### config.mk
export PLATFORM = sky130hd
export DESIGN_NAME = bufgt_div_ctrl
export DESIGN_NICKNAME = d
export VERILOG_FILES = /design/src/rtl/bufgt_div_ctrl.sv
export SDC_FILE = /design/constraint.sdc
export NUM_CORES = 1
export LEC_CHECK = 0
export ABC_AREA = 1
export ABC_CLOCK_PERIOD_IN_PS = 2800
export CELL_PAD_IN_SITES_DETAIL_PLACEMENT = 1
export CELL_PAD_IN_SITES_GLOBAL_PLACEMENT = 2
export CORE_ASPECT_RATIO = 0.6
export CORE_MARGIN = 2
export CORE_UTILIZATION = 31
export DETAILED_ROUTE_END_ITERATION = 7
export PLACE_DENSITY = 0.87
export SLEW_MARGIN = 5
export SYNTH_ARGS = -nofsm -noshare
export SYNTH_HDL_FRONTEND = slang
export SYNTH_SLANG_ARGS = --single-unit
### constraint.sdc
create_clock -name i_clk -period 2.8 [get_ports i_clk]
set_input_delay 0.42 -clock i_clk [delete_from_list [all_inputs] [get_ports i_clk]]
set_output_delay 0.42 -clock i_clk [all_outputs]
set_load 0.005 [all_outputs]
### src/rtl/bufgt_div_ctrl.sv
// -----------------------------------------------------------------------------
// bufgt_div_ctrl
//   Sequencer that safely changes the divide code of a BUFG_GT-style clock
//   buffer. A request drops CE, pulses CLR, swaps DIV while the buffer is
//   gated and held in clear, waits out the clear pipeline and re-enables CE.
//   DIV therefore never changes while CE is high, so no runt pulse escapes.
//
// Parameters
//   INIT_DIV   divide code applied at reset
//   CE_WAIT    cycles CE is held low before CLR (1..255)
//   CLR_WIDTH  cycles CLR is held high (1..255)
//   SETTLE     length of each of the HOLD and ENABLE phases (1..255)
//
// Ports
//   i_clk          single clock (same net as the buffer's I input)
//   i_rst          synchronous active-high reset
//   i_req_valid    requester presents a new divide code
//   i_req_div      requested divide code (buffer DIV encoding)
//   o_req_ready    request accepted this cycle (state is IDLE)
//   o_buf_ce       buffer CE
//   o_buf_clr      buffer CLR
//   o_buf_div      buffer DIV
//   o_buf_cemask   tied 0, CE always honoured
//   o_buf_clrmask  tied 0, CLR always honoured
//   o_busy         state is not IDLE
//   o_done         one-cycle pulse when a sequence completes
//
// Optional build macro
//   BUFGT_SKIP_SAME_DIV_EN  a request for the code already on DIV completes
//                           immediately (DONE next cycle) without gating.
// -----------------------------------------------------------------------------
module bufgt_div_ctrl #(
  parameter logic [2:0] INIT_DIV  = 3'd0,
  parameter int         CE_WAIT   = 4,
  parameter int         CLR_WIDTH = 2,
  parameter int         SETTLE    = 4
) (
  input  logic       i_clk,
  input  logic       i_rst,
  input  logic       i_req_valid,
  input  logic [2:0] i_req_div,
  output logic       o_req_ready,
  output logic       o_buf_ce,
  output logic       o_buf_clr,
  output logic [2:0] o_buf_div,
  output logic       o_buf_cemask,
  output logic       o_buf_clrmask,
  output logic       o_busy,
  output logic       o_done
);

  localparam logic [7:0] CE_WAIT_C   = 8'(CE_WAIT);
  localparam logic [7:0] CLR_WIDTH_C = 8'(CLR_WIDTH);
  localparam logic [7:0] SETTLE_C    = 8'(SETTLE);

  typedef enum logic [2:0] {
    ST_IDLE   = 3'd0,
    ST_GATE   = 3'd1,
    ST_CLEAR  = 3'd2,
    ST_HOLD   = 3'd3,
    ST_ENABLE = 3'd4
  } state_t;

  state_t     r_state;
  logic [7:0] r_cnt;
  logic [2:0] r_pend;
  logic       r_buf_ce;
  logic       r_buf_clr;
  logic [2:0] r_buf_div;
  logic       r_done;

  logic       w_accept;
  logic       w_skip;
  logic       w_last;

  assign w_accept = i_req_valid & (r_state == ST_IDLE);
  // A phase ends on the cycle its counter reads 1.
  assign w_last   = (r_cnt == 8'd1);

`ifdef BUFGT_SKIP_SAME_DIV_EN
  assign w_skip = (i_req_div == r_buf_div);
`else
  assign w_skip = 1'b0;
`endif

  // Sequencer: state, phase counter, pending code and registered buffer controls.
  // Buffer outputs are assigned on the transition edge so they are valid in
  // the first cycle of the new state.
  always_ff @(posedge i_clk) begin
    if (i_rst) begin
      r_state   <= ST_CLEAR;
      r_cnt     <= CLR_WIDTH_C;
      r_pend    <= INIT_DIV;
      r_buf_ce  <= 1'b0;
      r_buf_clr <= 1'b1;
      r_buf_div <= INIT_DIV;
      r_done    <= 1'b0;
    end else begin
      r_done <= 1'b0;
      case (r_state)
        ST_IDLE: begin
          r_buf_ce  <= 1'b1;
          r_buf_clr <= 1'b0;
          if (w_accept) begin
            if (w_skip) begin
              r_done <= 1'b1;
            end else begin
              r_pend   <= i_req_div;
              r_state  <= ST_GATE;
              r_cnt    <= CE_WAIT_C;
              r_buf_ce <= 1'b0;
            end
          end
        end
        ST_GATE: begin
          if (w_last) begin
            // DIV is swapped together with the CLR rise, while CE is low.
            r_state   <= ST_CLEAR;
            r_cnt     <= CLR_WIDTH_C;
            r_buf_clr <= 1'b1;
            r_buf_div <= r_pend;
          end else begin
            r_cnt <= r_cnt - 8'd1;
          end
        end
        ST_CLEAR: begin
          if (w_last) begin
            r_state   <= ST_HOLD;
            r_cnt     <= SETTLE_C;
            r_buf_clr <= 1'b0;
          end else begin
            r_cnt <= r_cnt - 8'd1;
          end
        end
        ST_HOLD: begin
          if (w_last) begin
            r_state  <= ST_ENABLE;
            r_cnt    <= SETTLE_C;
            r_buf_ce <= 1'b1;
          end else begin
            r_cnt <= r_cnt - 8'd1;
          end
        end
        ST_ENABLE: begin
          if (w_last) begin
            r_state <= ST_IDLE;
            r_cnt   <= 8'd0;
            r_done  <= 1'b1;
          end else begin
            r_cnt <= r_cnt - 8'd1;
          end
        end
        default: begin
          // Illegal encoding: recover through a full clear sequence.
          r_state   <= ST_CLEAR;
          r_cnt     <= CLR_WIDTH_C;
          r_buf_ce  <= 1'b0;
          r_buf_clr <= 1'b1;
        end
      endcase
    end
  end

  assign o_req_ready   = (r_state == ST_IDLE);
  assign o_busy        = (r_state != ST_IDLE);
  assign o_buf_ce      = r_buf_ce;
  assign o_buf_clr     = r_buf_clr;
  assign o_buf_div     = r_buf_div;
  assign o_done        = r_done;
  assign o_buf_cemask  = 1'b0;
  assign o_buf_clrmask = 1'b0;

endmodule

==> report_table.html <==
<table>
<tr><th>Metric</th><th>Value</th></tr>
<tr><th colspan="2">Run status</th></tr>
<tr><td>Result of the run</td><td>finished clean</td></tr>
<tr><th colspan="2">Pwr</th></tr>
<tr><td>Total power after layout</td><td>roughly 1.5 mW</td></tr>
<tr><td>IR drop worst, VDD</td><td>336 uV</td></tr>
<tr><td>Leakage power total</td><td>approximately 0.57 nW</td></tr>
<tr><td>Power per Cell Area</td><td>1130 nW/um^2</td></tr>
<tr><th colspan="2">Worst hold path</th></tr>
<tr><td>Path type of the worst min-delay path</td><td>reg -&gt; reg</td></tr>
<tr><th colspan="2">Critical path</th></tr>
<tr><td>Number of cells on the worst reg-to-reg path</td><td>9</td></tr>
<tr><td>Origin of the worst setup path</td><td>r_state[2]$_SDFFE_PP0P_</td></tr>
<tr><td>Cell with the largest stage delay on the worst path</td><td>sky130_fd_sc_hd__clkdlybuf4s50_1</td></tr>
<tr><td>Delay of the slowest critical-path stage</td><td>550 ps</td></tr>
<tr><td>Cells traversed along the worst timing path</td><td>inv_2 -&gt; nand2_2 -&gt; nor2_4 -&gt; clkdlybuf4s50_1</td></tr>
<tr><td>Critical Path Sink Type</td><td>output port</td></tr>
<tr><td>Crit path kind</td><td>reg -&gt; out</td></tr>
<tr><td>FF-to-FF setup slack</td><td>1340 ps</td></tr>
<tr><td>Critical path data arrival time</td><td>1600 ps</td></tr>
<tr><td>Crit Reg-Reg Endpoint</td><td>r_state[0]$_SDFFE_PP0P_</td></tr>
<tr><td>Type of origin of the critical path</td><td>register</td></tr>
<tr><td>Highest net fanout along the worst path</td><td>7</td></tr>
<tr><td>R2r startpoint</td><td>r_cnt[1]$_SDFFE_PP1P_</td></tr>
<tr><td>Data required time of the critical path</td><td>2380 ps</td></tr>
<tr><td>Termination of the worst setup path</td><td>o_req_ready</td></tr>
<tr><th colspan="2">Clocking</th></tr>
<tr><td>CTS sink count</td><td>20</td></tr>
<tr><td>Number of gates resized after CTS</td><td>0</td></tr>
<tr><td>Inserted Clock Buffers</td><td>3</td></tr>
<tr><td>CTS tree</td><td>done</td></tr>
<tr><td>Root buf cell</td><td>sky130_fd_sc_hd__clkbuf_8</td></tr>
<tr><td>Clk Latency, worst-skew pair</td><td>270 ps</td></tr>
<tr><td>H-Tree Level Count</td><td>1</td></tr>
<tr><td>Clock-pin slew of the registers on the worst-case setup and hold paths</td><td>80 ps</td></tr>
<tr><td>Postcts setup bufs</td><td>0</td></tr>
<tr><td>Clock buffer depth</td><td>2</td></tr>
<tr><td>CTS hold repair buffers</td><td>0</td></tr>
<tr><th colspan="2">Logic synthesis</th></tr>
<tr><td>Yosys synthesis warning count</td><td>0</td></tr>
<tr><td>Cell area after synthesis</td><td>1060 sq um</td></tr>
<tr><td>Synth cell types</td><td>28</td></tr>
<tr><td>Mean cell area of the mapped netlist</td><td>7.21 sq um</td></tr>
<tr><td>Post-synthesis sequential area ratio</td><td>37.8%</td></tr>
<tr><td>Number of instances in the synthesized netlist</td><td>~150</td></tr>
<tr><td>Total of flip-flops plus latches after synthesis</td><td>20</td></tr>
<tr><th colspan="2">Floorplan</th></tr>
<tr><td>Ports</td><td>16</td></tr>
<tr><td>Core Rows</td><td>16</td></tr>
<tr><td>Die area</td><td>3920 sq um</td></tr>
<tr><td>Starting density of the core</td><td>32.5%</td></tr>
<tr><td>Placeable Area</td><td>roughly 3300 sq um</td></tr>
<tr><td>Die Span Y</td><td>49.3 microns</td></tr>
<tr><td>Die Width</td><td>79.5 microns</td></tr>
<tr><th colspan="2">Placement</th></tr>
<tr><td>Setup slack after placement</td><td>974 ps</td></tr>
<tr><td>Final weighted congestion in routability-driven placement</td><td>between 0.8 and 0.9</td></tr>
<tr><td>Port Buffer Count</td><td>13</td></tr>
<tr><td>HPWL after detailed placement</td><td>2.04 mm</td></tr>
<tr><th colspan="2">Detailed routing</th></tr>
<tr><td>Final routed DRC violation total</td><td>0</td></tr>
<tr><td>Vias per std cell</td><td>4.57</td></tr>
<tr><td>Drt initial violations</td><td>29</td></tr>
<tr><td>WL per Instance</td><td>around 12 microns</td></tr>
<tr><td>Number of antenna-violating nets in the routed design</td><td>0</td></tr>
<tr><td>First-pass iteration count of the detailed router</td><td>4</td></tr>
<tr><td>DR vias</td><td>between 900 and 1000</td></tr>
<tr><td>Routed Wire Length</td><td>2.58 mm</td></tr>
<tr><th colspan="2">GRT</th></tr>
<tr><td>Global-route wire length before repair</td><td>4.55 mm</td></tr>
<tr><td>Antenna violations before repair</td><td>0</td></tr>
<tr><td>Via count of the first global-routing pass</td><td>roughly 940</td></tr>
<tr><td>Remaining Overflow, GRT</td><td>0</td></tr>
<tr><td>Largest net degree at the start of global routing</td><td>13</td></tr>
<tr><td>Total global routing track utilization</td><td>15.2%</td></tr>
<tr><th colspan="2">STA</th></tr>
<tr><td>Final hold vios</td><td>0</td></tr>
<tr><td>Max-slew violation count</td><td>0</td></tr>
<tr><td>Final setup violation count</td><td>0</td></tr>
<tr><td>Highest clock rate</td><td>495 MHz</td></tr>
<tr><td>Worst Hold Slack</td><td>460 ps</td></tr>
<tr><td>Summed negative setup slack over all endpoints</td><td>0 ps</td></tr>
<tr><td>Min setup slack post-route</td><td>780 ps</td></tr>
<tr><td>Tmin final</td><td>between 2000 and 2500 ps</td></tr>
<tr><td>Clock Skew</td><td>around 5 ps</td></tr>
<tr><td>Final Cycle Share</td><td>72.1%</td></tr>
<tr><td>Setup repair after global routing missed its margin</td><td>no</td></tr>
<tr><th colspan="2">Final layout</th></tr>
<tr><td>Commonest non-fill, non-tap cell in the layout</td><td>sky130_fd_sc_hd__nand2_1</td></tr>
<tr><td>Fraction of layout instances using a drive strength above 1</td><td>roughly 16%</td></tr>
<tr><td>Post-layout nets</td><td>171</td></tr>
<tr><td>Antenna Cells</td><td>0</td></tr>
<tr><td>Area growth, synth to finish</td><td>22.8%</td></tr>
<tr><td>Top library cells by usage in the layout, fill and taps aside</td><td>sky130_fd_sc_hd__nand2_1 (26), sky130_fd_sc_hd__dfxtp_1 (20), sky130_fd_sc_hd__nor2_1 (18)</td></tr>
<tr><th colspan="2">Job</th></tr>
<tr><td>Number of max-capacitance violations reported</td><td>0</td></tr>
</table>
==> where the power goes <==
part / internal [mW] / switching, mW / leakage [nW]
Clock: 0.191 / 0.107 / 0.0357
Combinational: 0.278 / 0.443 / 0.375
Sequential: 0.369 / 0.0834 / 0.163
Total: 0.838 / 0.633 / 0.574
==> synthesized netlist by cell type <==
cell type	instances	share of area, %
sky130_fd_sc_hd__a21oi_2	1	0.83
sky130_fd_sc_hd__nor2_1	18	6.4
sky130_fd_sc_hd__ha_1	2	2.4
sky130_fd_sc_hd__inv_1	15	5.3
sky130_fd_sc_hd__nor2_2	4	2.4
sky130_fd_sc_hd__o21ai_0	5	2.4
sky130_fd_sc_hd__inv_2	7	2.5
sky130_fd_sc_hd__conb_1	1	0.35
sky130_fd_sc_hd__buf_4	2	1.4
sky130_fd_sc_hd__nor2_4	2	2.1
sky130_fd_sc_hd__nand3_4	1	1.7
sky130_fd_sc_hd__buf_2	1	0.47
sky130_fd_sc_hd__nand4_1	2	1.2
sky130_fd_sc_hd__o21ai_1	3	1.4
sky130_fd_sc_hd__dfxtp_1	20	38
sky130_fd_sc_hd__clkinv_1	1	0.35
sky130_fd_sc_hd__nand4_2	1	1.2
sky130_fd_sc_hd__o211ai_1	3	2.1
sky130_fd_sc_hd__nand2_4	2	2.1
sky130_fd_sc_hd__nand2_1	26	9.2
sky130_fd_sc_hd__xnor2_1	1	0.83
sky130_fd_sc_hd__nand2_2	3	1.8
sky130_fd_sc_hd__a21oi_1	8	3.8
sky130_fd_sc_hd__a31oi_1	1	0.59
sky130_fd_sc_hd__nor3_2	1	0.94
sky130_fd_sc_hd__nand3_1	12	5.7
sky130_fd_sc_hd__xor2_1	3	2.5
sky130_fd_sc_hd__nor3_1	1	0.47
==> metal layers <==
metal  share of wire (%)  GRT usage, %
met1                  56          22.9
met2                  38          19.6
met3                 3.9          4.44
met4                 1.8          6.03
met5                   0             0
==> worst max-delay path: cells and delay by family, from the launching register on <==
kind | cells | cell delay, ps
buf+inv | 2 | 670
flops | 1 | 380
simple gates | 2 | 280
==> state kept, by name, summed over array words and instances, names as in the netlist <==
signal     cells
r_cnt          8
o_buf_div      3
r_pend         3
r_state        3
o_buf_ce       1
o_buf_clr      1
o_done         1
==> metrics by stage <==
stage | utilization (%) | cells | instance area (sq um)
floorplan | - | 148 | 1060
global placement | 37.7 | 203 | 1230
detailed placement | 37.7 | 203 | 1230
CTS | 39.9 | 207 | 1300
global route | 39.9 | 207 | 1300
finish | 39.9 | 207 | 1300
==> logic make-up after synthesis <==
| logic type | synth area share, % |
|---|---|
| AND/OR/NAND/NOR | 35.1 |
| buffers and inverters | 10.0 |
| AO/OA/AOI/OAI | 11.1 |
| flip-flops | 37.8 |
| XOR/XNOR | 3.31 |
| adder cells (fa/ha/maj) | 2.36 |
| other | 0.354 |
==> layout make-up <==
type                    count  area (sq um)
clock inverters             1          30.0
fillers                   422          1960
inverters                  23          86.3
well taps                  45          56.3
clock buffers               3          41.3
repair buffers             13           130
flip-flops and latches     20           400
multi-input cells         102           557
==> worst min-delay path by stage <==
stage	from	endpoint	cells past startpoint
2_1_floorplan	r_pend[2]$_SDFFE_PP0P_	r_pend[2]$_SDFFE_PP0P_	2
3_3_place_gp	r_pend[1]$_SDFFE_PP0P_	o_buf_div[1]$_SDFFE_PP0P_	2
3_5_place_dp	r_pend[0]$_SDFFE_PP0P_	o_buf_div[0]$_SDFFE_PP0P_	2
4_1_cts	r_pend[1]$_SDFFE_PP0P_	o_buf_div[1]$_SDFFE_PP0P_	2
5_1_grt	r_pend[1]$_SDFFE_PP0P_	o_buf_div[1]$_SDFFE_PP0P_	2
6_report	r_pend[1]$_SDFFE_PP0P_	o_buf_div[1]$_SDFFE_PP0P_	2
(Power assumes the default switching activity.)
